**src/rtl/dehaze_pkg.sv**
```systemverilog
// Shared types and helpers for the dehaze atmospheric-light frame path.
package dehaze_pkg;

    typedef enum logic [1:0] {
        IDLE   = 2'd0,
        ACTIVE = 2'd1,
        WAIT_A = 2'd2
    } state_t;

    localparam int DEF_DATA_WIDTH = 8;
    localparam int DEF_IMG_WIDTH  = 320;
    localparam int DEF_IMG_HEIGHT = 240;

    // Width of a counter covering 0..n-1, never narrower than one bit.
    function automatic int coord_w(input int n);
        return (n > 1) ? $clog2(n) : 1;
    endfunction

endpackage

```
**src/rtl/dehaze_a_smoother.sv**
```systemverilog
// Combinational IIR step: moves the current A toward the new A by (new-cur)>>>shift.
module a_smoother
    import dehaze_pkg::*;
#(
    parameter int DATA_WIDTH = DEF_DATA_WIDTH
) (
    input  logic [DATA_WIDTH-1:0] i_a_cur,
    input  logic [DATA_WIDTH-1:0] i_a_new,
    input  logic [3:0]            i_shift,
    output logic [DATA_WIDTH-1:0] o_a_next
);

    logic signed [DATA_WIDTH:0] w_diff;
    logic signed [DATA_WIDTH:0] w_step;

    // Floored step keeps the result between old and new, so the low bits of the sum are exact.
    assign w_diff   = $signed({1'b0, i_a_new}) - $signed({1'b0, i_a_cur});
    assign w_step   = w_diff >>> i_shift;
    assign o_a_next = i_a_cur + w_step[DATA_WIDTH-1:0];

endmodule

```
**src/rtl/dehaze_frame_ctrl.sv**
```systemverilog
// Frame sequencer: pixel position tracking, estimator clear, A capture/smoothing, fault flags.
module dehaze_frame_ctrl
    import dehaze_pkg::*;
#(
    parameter int DATA_WIDTH   = DEF_DATA_WIDTH,
    parameter int IMG_WIDTH    = DEF_IMG_WIDTH,
    parameter int IMG_HEIGHT   = DEF_IMG_HEIGHT,
    parameter int SMOOTH_SHIFT = 2,
    parameter int TIMEOUT      = 1024
) (
    input  logic                             clk,
    input  logic                             rst_n,
    input  logic                             vsync,
    input  logic                             hsync,
    input  logic                             valid_in,
    input  logic [DATA_WIDTH-1:0]            a_new,
    input  logic                             a_new_valid,
    output logic                             calc_clr,
    output logic                             sof,
    output logic                             eof,
    output logic [coord_w(IMG_WIDTH)-1:0]    x_pos,
    output logic [coord_w(IMG_HEIGHT)-1:0]   y_pos,
    output logic [DATA_WIDTH-1:0]            a_cur,
    output logic                             a_cur_valid,
    output logic                             frame_err,
    output logic [15:0]                      frame_cnt
);

    localparam int XW = coord_w(IMG_WIDTH);
    localparam int YW = coord_w(IMG_HEIGHT);
    localparam int TW = coord_w(TIMEOUT);
    localparam logic [XW-1:0] X_LAST  = XW'(IMG_WIDTH - 1);
    localparam logic [YW-1:0] Y_LAST  = YW'(IMG_HEIGHT - 1);
    localparam logic [TW-1:0] TO_LAST = TW'(TIMEOUT - 1);

    state_t                r_state, w_state_nxt;
    logic                  r_vsync_d, r_hsync_d;
    logic                  w_vs_rise, w_hs_rise;
    logic [XW-1:0]         r_x, w_x_nxt;
    logic [YW-1:0]         r_y, w_y_nxt;
    logic [TW-1:0]         r_to, w_to_nxt;
    logic                  r_sof, r_calc_clr, r_eof, r_err;
    logic                  w_sof_nxt, w_eof_nxt, w_err_nxt, w_a_take;
    logic [DATA_WIDTH-1:0] r_a_cur, w_a_smooth, w_a_next;
    logic                  r_a_valid;
    logic [15:0]           r_frame_cnt;

    assign w_vs_rise = vsync & ~r_vsync_d;
    assign w_hs_rise = hsync & ~r_hsync_d;

    a_smoother #(.DATA_WIDTH(DATA_WIDTH)) u_a_smoother (
        .i_a_cur  (r_a_cur),
        .i_a_new  (a_new),
        .i_shift  (4'(SMOOTH_SHIFT)),
        .o_a_next (w_a_smooth)
    );

    // The first capture seeds the filter directly.
    assign w_a_next = r_a_valid ? w_a_smooth : a_new;

    // Next-state, counter and pulse decode.
    always_comb begin
        w_state_nxt = r_state;
        w_x_nxt     = r_x;
        w_y_nxt     = r_y;
        w_to_nxt    = {TW{1'b0}};
        w_sof_nxt   = 1'b0;
        w_eof_nxt   = 1'b0;
        w_err_nxt   = 1'b0;
        w_a_take    = 1'b0;
        case (r_state)
            IDLE: begin
                if (w_vs_rise) begin
                    w_sof_nxt   = 1'b1;
                    w_x_nxt     = {XW{1'b0}};
                    w_y_nxt     = {YW{1'b0}};
                    w_state_nxt = ACTIVE;
                end else begin
                    w_state_nxt = IDLE;
                end
            end
            ACTIVE: begin
                if (w_vs_rise) begin
                    w_err_nxt = 1'b1;
                    w_sof_nxt = 1'b1;
                    w_x_nxt   = {XW{1'b0}};
                    w_y_nxt   = {YW{1'b0}};
                end else if (valid_in) begin
                    if (r_x == X_LAST) begin
                        w_x_nxt = {XW{1'b0}};
                        if (r_y == Y_LAST) begin
                            w_y_nxt     = {YW{1'b0}};
                            w_eof_nxt   = 1'b1;
                            w_state_nxt = WAIT_A;
                        end else begin
                            w_y_nxt = r_y + YW'(1);
                        end
                    end else begin
                        w_x_nxt = r_x + XW'(1);
                    end
                end else begin
                    w_state_nxt = ACTIVE;
                end
                w_err_nxt = w_err_nxt | (w_hs_rise & (r_x != {XW{1'b0}}));
            end
            WAIT_A: begin
                if (a_new_valid) begin
                    w_a_take = 1'b1;
                    if (w_vs_rise) begin
                        w_sof_nxt   = 1'b1;
                        w_x_nxt     = {XW{1'b0}};
                        w_y_nxt     = {YW{1'b0}};
                        w_state_nxt = ACTIVE;
                    end else begin
                        w_state_nxt = IDLE;
                    end
                end else if (w_vs_rise) begin
                    w_err_nxt   = 1'b1;
                    w_sof_nxt   = 1'b1;
                    w_x_nxt     = {XW{1'b0}};
                    w_y_nxt     = {YW{1'b0}};
                    w_state_nxt = ACTIVE;
                end else if (r_to == TO_LAST) begin
                    w_err_nxt   = 1'b1;
                    w_state_nxt = IDLE;
                end else begin
                    w_to_nxt = r_to + TW'(1);
                end
                // Extra pixels after the frame are dropped but flagged.
                w_err_nxt = w_err_nxt | (valid_in & ~w_vs_rise);
            end
            default: begin
                w_state_nxt = IDLE;
            end
        endcase
    end

    // State, counters, A result and registered output pulses.
    always_ff @(posedge clk or negedge rst_n) begin
        if (!rst_n) begin
            r_state     <= IDLE;
            r_vsync_d   <= 1'b0;
            r_hsync_d   <= 1'b0;
            r_x         <= {XW{1'b0}};
            r_y         <= {YW{1'b0}};
            r_to        <= {TW{1'b0}};
            r_sof       <= 1'b0;
            r_calc_clr  <= 1'b0;
            r_eof       <= 1'b0;
            r_err       <= 1'b0;
            r_a_cur     <= {DATA_WIDTH{1'b0}};
            r_a_valid   <= 1'b0;
            r_frame_cnt <= 16'd0;
        end else begin
            r_state    <= w_state_nxt;
            r_vsync_d  <= vsync;
            r_hsync_d  <= hsync;
            r_x        <= w_x_nxt;
            r_y        <= w_y_nxt;
            r_to       <= w_to_nxt;
            r_sof      <= w_sof_nxt;
            r_calc_clr <= w_sof_nxt;
            r_eof      <= w_eof_nxt;
            r_err      <= w_err_nxt;
            if (w_a_take) begin
                r_a_cur     <= w_a_next;
                r_a_valid   <= 1'b1;
                r_frame_cnt <= r_frame_cnt + 16'd1;
            end else begin
                r_a_cur     <= r_a_cur;
                r_a_valid   <= r_a_valid;
                r_frame_cnt <= r_frame_cnt;
            end
        end
    end

    assign calc_clr    = r_calc_clr;
    assign sof         = r_sof;
    assign eof         = r_eof;
    assign x_pos       = r_x;
    assign y_pos       = r_y;
    assign a_cur       = r_a_cur;
    assign a_cur_valid = r_a_valid;
    assign frame_err   = r_err;
    assign frame_cnt   = r_frame_cnt;

endmodule

```
**config.mk**
```make
export PLATFORM = sky130hd
export DESIGN_NAME = dehaze_frame_ctrl
export DESIGN_NICKNAME = d
export VERILOG_FILES = /design/src/rtl/dehaze_pkg.sv /design/src/rtl/dehaze_a_smoother.sv /design/src/rtl/dehaze_frame_ctrl.sv
export SDC_FILE = /design/constraint.sdc
export NUM_CORES = 1
export LEC_CHECK = 0
export ABC_AREA = 1
export BUFFER_PORTS_ARGS = -buffer_cell sky130_fd_sc_hd__buf_2
export CAP_MARGIN = 20
export CORE_MARGIN = 4
export CORE_UTILIZATION = 50
export CTS_CLUSTER_SIZE = 14
export DETAILED_ROUTE_END_ITERATION = 12
export PLACE_DENSITY_LB_ADDON = 0.05
export SLEW_MARGIN = 40
export SYNTH_ARGS = -nofsm -noshare
export SYNTH_HDL_FRONTEND = slang
export SYNTH_SLANG_ARGS = --single-unit
```
**constraint.sdc**
```tcl
create_clock -name clk -period 3.82 [get_ports clk]
set_clock_uncertainty 0.15 [all_clocks]
set_input_delay 0 -clock clk [delete_from_list [all_inputs] [get_ports clk]]
set_output_delay 0 -clock clk [all_outputs]
set_load 0.03 [all_outputs]
```
==> results of run 1 <==
## flip-flops by register name, summed over array words and instances, names as in the netlist
signal       flops
r_hsync_d        1
frame_err        1
a_cur_valid      1
calc_clr         1
y_pos            8
a_cur            8
r_state          2
eof              1
r_vsync_d        1
frame_cnt       16
r_to            10
x_pos            9
## report_power, final
group	internal, mW	switching (mW)	leakage [nW]
sequential	0.708	0.0890	0.777
combinational	0.536	0.936	1.38
clock	0.304	0.272	0.0958
total	1.55	1.30	2.25
## worst register-to-register path, cell delays in order, from the launching register on
cell	delay [ps]
sky130_fd_sc_hd__dfrtp_1	410
sky130_fd_sc_hd__inv_1	80
sky130_fd_sc_hd__ha_1	270
sky130_fd_sc_hd__nand2_1	50
sky130_fd_sc_hd__nand2_1	110
sky130_fd_sc_hd__nand2_1	60
sky130_fd_sc_hd__nand2_1	120
sky130_fd_sc_hd__nand2_1	90
sky130_fd_sc_hd__o21bai_1	190
sky130_fd_sc_hd__nand2_1	80
sky130_fd_sc_hd__nand2_1	70
sky130_fd_sc_hd__xor2_1	190
sky130_fd_sc_hd__ha_1	280
sky130_fd_sc_hd__nand2_1	80
sky130_fd_sc_hd__inv_1	50
sky130_fd_sc_hd__nand2_1	60
sky130_fd_sc_hd__nand2_1	40
sky130_fd_sc_hd__a31oi_1	180
sky130_fd_sc_hd__inv_1	70
sky130_fd_sc_hd__nand3_1	90
sky130_fd_sc_hd__nand3_1	70
sky130_fd_sc_hd__nand2_1	70
sky130_fd_sc_hd__nand2_1	50
## path summary, 6_finish.rpt
kind / depth (start not counted) / slack [ps] / startpoint / end
setup reg to reg: 22 / 810 / a_cur[1] / a_cur[7]
hold / removal: 2 / 100 / rst_n / a_cur[5]
max in group asynchronous: 3 / 2570 / rst_n / x_pos[0]
setup / recovery: 22 / 810 / a_cur[1] / a_cur[7]
min in group clk: 2 / 180 / hsync / r_hsync_d
hold reg to reg: 1 / 330 / frame_cnt[15] / frame_cnt[15]
## layout make-up
| class | instances | share of cell area (%) |
|---|---|---|
| inverters | 62 | 5.34 |
| clock inverters | 7 | 1.75 |
| well taps | 96 | 2.76 |
| multi-input cells | 311 | 43.5 |
| repair buffers | 73 | 9.94 |
| flip-flops and latches | 59 | 33.9 |
| clock buffers | 9 | 2.84 |
## cell usage in the layout (no fill, tap or decap), types with 3 or more instances in the layout
master,instances
sky130_fd_sc_hd__a21oi_1,29
sky130_fd_sc_hd__a22oi_1,4
sky130_fd_sc_hd__and3_1,3
sky130_fd_sc_hd__buf_2,59
sky130_fd_sc_hd__clkbuf_8,9
sky130_fd_sc_hd__dfrtp_1,59
sky130_fd_sc_hd__dlygate4sd3_1,13
sky130_fd_sc_hd__ha_1,25
sky130_fd_sc_hd__inv_1,57
sky130_fd_sc_hd__inv_2,4
sky130_fd_sc_hd__nand2_1,87
sky130_fd_sc_hd__nand3_1,30
sky130_fd_sc_hd__nand3_2,5
sky130_fd_sc_hd__nand4_1,8
sky130_fd_sc_hd__nor2_1,33
sky130_fd_sc_hd__nor2_2,5
sky130_fd_sc_hd__nor2_4,4
sky130_fd_sc_hd__nor3_1,9
sky130_fd_sc_hd__nor3b_1,3
sky130_fd_sc_hd__o21ai_0,12
sky130_fd_sc_hd__o21bai_1,3
sky130_fd_sc_hd__xnor2_1,8
sky130_fd_sc_hd__xor2_1,18
## routing by layer
metal	track usage (%)	part of all wire, %	up-vias
met5	0	0	-
met4	7.45	1.1	0
met3	3.46	4.0	8
met2	30.3	47	75
met1	25.3	47	1465
li1	-	-	1594
## what timing repair did
action,in CTS,in global routing
hold endpoints to repair,54,0
buffers inserted,0,0
hold buffers,13,0
resized for setup,0,0
## cell families after synthesis
family / synth area share [%]
xor+xnor: 6.27
simple gates: 25.9
buf+inv: 7.23
flops: 40.6
compound gates: 10.7
fa+ha+maj: 9.16
==> flow_summary.ini, run 1 <==
[synth]
cells_after_synthesis = 437
synth_warnings = 0
ys_async_sr_fraction_pct = 100
postSynth.topFlopCell = sky130_fd_sc_hd__dfrtp_1
yosysSeqAreaShare_pct = 40.6
yosys.area.top_type = sky130_fd_sc_hd__dfrtp_1
synth-seq-cells = 59
synth_edf_count = 0
synthTopCellsByCount = sky130_fd_sc_hd__nand2_1, sky130_fd_sc_hd__dfrtp_1, sky130_fd_sc_hd__inv_1, sky130_fd_sc_hd__nor2_1, sky130_fd_sc_hd__nand3_1
synth.top_cell.area_share_pct = 40.6
ys_types = 42
netlist_area_um2 = 3630
synthMostInstantiatedCell = sky130_fd_sc_hd__nand2_1
postSynthNetCount = 477
postSynthAreaPerCell_um2 = 8.31
synthTopCellsByArea = sky130_fd_sc_hd__dfrtp_1, sky130_fd_sc_hd__nand2_1, sky130_fd_sc_hd__ha_1

[power_and_ir_drop]
static_leakage_nw = 2.25
max-vdd-ir-drop_uv = 306
power-per-cell-area_nw_per_um2 = 653
fin_total_pwr_mw = 2.85

[status]
status = finished, final reports clean

[sta]
setup_viol_count_final = 0
post-route-worst-setup-slack_ps = 809
final-hold-violation-count = 0
slew-limit-headroom_pct = 54.4
tightestPinTransition_ps = 684
setup_tns_ps = 0
slew_violations = 0
min_period_ps = 3010
maxClockFrequency_mhz = 332
fin_crit_sh_pct = 78.8
final.hold.worst_slack_ps = 96.6
rsz0062_at_grt = no

[drt]
drt.antenna.violating_nets = 0
detail_route.first_pass.iterations = 6
drc = 0
routed_wirelength_mm = 7.76
detail_route.wl_per_cell_um = 12.6
dr.first_iter.drc_count = 140
avgViaCountPerCell = 5.09
routed-via-count = 3142

[placed_design]
placedCellCount = 588
detailed_place_hpwl_mm = 5.69
place.gp.congestion = 0.836
port-buffer-count = 59
placed_area_um2 = 4030
dp_worst_setup_slack_ps = 815

[worst_setup_path]
crit_type = reg -> reg
crit_top_cell = sky130_fd_sc_hd__nand2_1
crit_path_max_fanout = 4
worst_path_largest_cell_delay_ps = 410
required_ps = 3900
crit_buf_inv = 3
cp_top_family = simple AND/OR/NAND/NOR gates
critical_path_arrival_ps = 3090
endpoint_kind = flop
setup.worst_path.start_class = flop
worstPathCellList = inv_1 -> ha_1 -> nand2_1 -> nand2_1 -> nand2_1 -> nand2_1 -> nand2_1 -> o21bai_1 -> nand2_1 -> nand2_1 -> xor2_1 -> ha_1 -> nand2_1 -> inv_1 -> nand2_1 -> nand2_1 -> a31oi_1 -> inv_1 -> nand3_1 -> nand3_1 -> nand2_1 -> nand2_1
critical-path-slowest-cell = sky130_fd_sc_hd__dfrtp_1

[die]
row_count = 30
chipWidth_um = 93.2
fp.dieH_um = 93.2
core-area_um2 = 6910
fp.dieArea_um2 = 8690
floorplan.io_pins = 60
floorplan.initialDensity_pct = 52.6

[min_path]
holdCritPathClass = in -> async

[layout]
register_area_um2 = 1480
layout.filler_cells = 626
finish.instance_area_um2 = 4360
finalCoreUtilization_pct = 63.1
multi_input_area_um2 = 1890
final_cell_count_no_fill = 617
drive_above_1_share_pct = 20.0
syn2layout_area_growth_pct = 19.9
final_nets = 556
antennaDiodeCount = 0

[global_routing]
grt_max_degree = 32
globalRoute.totalOverflow = 0
grt_pass1_vias = 2934
global_route_wire_length_before_repair_mm = 13.2
number_of_antenna_violations_at_the_first_check_in_global_routing = 0
gr-usage-all-layers_pct = 18.9

[flow_run]
drv.max_cap_violation_count = 0

[cts]
clock_insertion_delay_worst_skew_ps = 330
htreeDepth = 3
clk_pin_slew_ps = 70
clock_sinks = 59
cts_root_buf = sky130_fd_sc_hd__clkbuf_8
cts_max_path_buffers = 2
cts_buffers = 9
tritoncts = done
Note: power is estimated with default switching activity, not from simulation.
==> run 2, diff against run 1 <==
clock period = 2.9 ns   (was 3.82 ns; I/O delays follow)
==> flow_summary.ini, run 2 (synthesis gave the netlist of run 1 again) <==
[cts]
cts_max_path_buffers = 2
clock_sinks = 59
cts_buffers = 9
clk_pin_slew_ps = 80
cts_root_buf = sky130_fd_sc_hd__clkbuf_8
htreeDepth = 3
clock_insertion_delay_worst_skew_ps = 340
tritoncts = done

[layout]
most-common-layout-cells = sky130_fd_sc_hd__nand2_1, sky130_fd_sc_hd__buf_2, sky130_fd_sc_hd__dfrtp_1, sky130_fd_sc_hd__inv_1, sky130_fd_sc_hd__nor2_1
register_area_um2 = 1480
multi_input_area_um2 = 1980
finalCoreUtilization_pct = 66.2
antennaDiodeCount = 0
syn2layout_area_growth_pct = 25.9
layout.filler_cells = 610
leading_cell_type_in_the_layout_fill_and_taps_excluded = sky130_fd_sc_hd__nand2_1
max_reg_flops = 16
final_nets = 570
final_cell_count_no_fill = 631
drive_above_1_share_pct = 25.8

[flow_run]
drv.max_cap_violation_count = 0

[global_routing]
globalRoute.totalOverflow = 0
gr-usage-all-layers_pct = 19.0
grt_pass1_vias = 3014
grt_max_degree = 34
number_of_antenna_violations_at_the_first_check_in_global_routing = 0
global_route_wire_length_before_repair_mm = 13.3

[worst_setup_path]
worstPathCellList = inv_2 -> ha_4 -> nand2_1 -> inv_1 -> nand2_2 -> nand2_2 -> nand2_2 -> o21bai_1 -> nand2_1 -> nand2_2 -> xor2_2 -> ha_1 -> nand2_1 -> inv_2 -> nand2_1 -> nand2_1 -> a31oi_2 -> inv_1 -> nand3_1 -> nand3_1 -> nand2_1 -> nand2_1
endpoint_kind = flop
cp_launch_point = a_cur[3]
rr_endpoint = a_cur[7]
reg2reg_slack_ps = 80
required_ps = 2980
setup.worst_path.end = a_cur[7]
ff2ff_path_depth = 22
critical_path.reg2reg.startpoint = a_cur[3]
critical_path_arrival_ps = 2900
setup.worst_path.start_class = flop
crit_top_cell = sky130_fd_sc_hd__nand2_1
worst_path_largest_cell_delay_ps = 380
crit_path_max_fanout = 3
critical-path-slowest-cell = sky130_fd_sc_hd__dfrtp_1
crit_type = reg -> reg

[die]
floorplan.io_pins = 60
fp.dieH_um = 93.2
core-area_um2 = 6910
row_count = 30
fp.dieArea_um2 = 8690
chipWidth_um = 93.2
floorplan.initialDensity_pct = 52.6

[power_and_ir_drop]
static_leakage_nw = 2.34
switching_share_pct = 44.3
switchingPower_mw = 1.86
fin_total_pwr_mw = 4.19
max-vdd-ir-drop_uv = 562
sequential_power_share_pct = 24.9
pwr-share-comb_pct = 54.7
clkPwrFrac_pct = 20.4
internal_power_mw = 2.33
power-per-cell-area_nw_per_um2 = 916

[drt]
avgViaCountPerCell = 5.05
drt.antenna.violating_nets = 0
routed-via-count = 3185
dr.first_iter.drc_count = 128
drc = 0
detail_route.wl_per_cell_um = 12.6
detail_route.first_pass.iterations = 4
routed_wirelength_mm = 7.97

[sta]
min_period_ps = 2820
rsz0062_at_grt = yes
setup_viol_count_final = 0
fin_crit_sh_pct = 97.4
slew_violations = 0
setup_tns_ps = 0
maxClockFrequency_mhz = 354
final-hold-violation-count = 0
tightestPinTransition_ps = 525
final.hold.worst_slack_ps = 160
slew-limit-headroom_pct = 65.0

[placed_design]
placedCellCount = 592
place.gp.congestion = 0.794
port-buffer-count = 59
detailed_place_hpwl_mm = 5.65

[status]
status = finished, final reports clean

[min_path]
holdCritPathClass = in -> reg
==> run 2: power by group through the flow <==
stage,Combinational (mW),Sequential [mW],Clock (mW)
2_1_floorplan,1.32,1.24,0
3_3_place_gp,1.94,1.06,0
3_5_place_dp,1.96,1.07,0
4_1_cts,2.01,1.05,0.879
5_1_grt,2.55,1.06,0.925
6_report,2.29,1.05,0.855
==> run 2: repair_timing <==
item                                    in CTS  in global routing
hold buffers                                13                  1
hold endpoints to repair                    54                  4
buffers inserted                             1                  8
gates resized for setup                      0                 21
pin swaps                                    0                 16
endpoints found under the setup margin       1                  3
==> run 2: critical path: cells and delay by family (launching register included) <==
family / cells / cell delay, ps
adder cells (fa/ha/maj): 2 / 560
flip-flops: 1 / 380
AND/OR/NAND/NOR: 13 / 840
buffers and inverters: 4 / 230
XOR/XNOR: 1 / 180
AO/OA/AOI/OAI: 2 / 340
==> run 2: layer usage <==
metal | track usage, % | routed length (um)
met1 | 25.1 | 3760
met2 | 30.0 | 3810
met3 | 5.79 | 350
met4 | 5.98 | 47
met5 | 0 | 0
==> run 2: per-stage QoR <==
stage | cell area [um2] | setup slack (ps)
finish | 4570 | 76.6
global route | 4570 | -165
CTS | 4420 | 0.0726
detailed placement | 4060 | 15.1
global placement | 4060 | 115
floorplan | 3630 | 6.29
==> run 2: final cells by class <==
cell class | count | area share, %
clock inverter | 7 | 2.19
clock buffer | 9 | 2.71
inverter | 62 | 5.09
tap | 96 | 2.63
sequential | 59 | 32.3
multi-input combinational | 311 | 43.2
timing repair buffer | 87 | 11.9
==> run 2: how the worst min path moves through the flow <==
| stage | slack, ps | endpoint | from | cells after the start |
|---|---|---|---|---|
| global route | 160 | r_vsync_d | vsync | 2 |
| floorplan | -450 | a_cur[0] | rst_n | 0 |
| CTS | 130 | a_cur[4] | rst_n | 2 |
| finish | 160 | r_vsync_d | vsync | 2 |
| detailed placement | -40 | a_cur[4] | rst_n | 1 |
| global placement | -40 | a_cur[7] | rst_n | 1 |
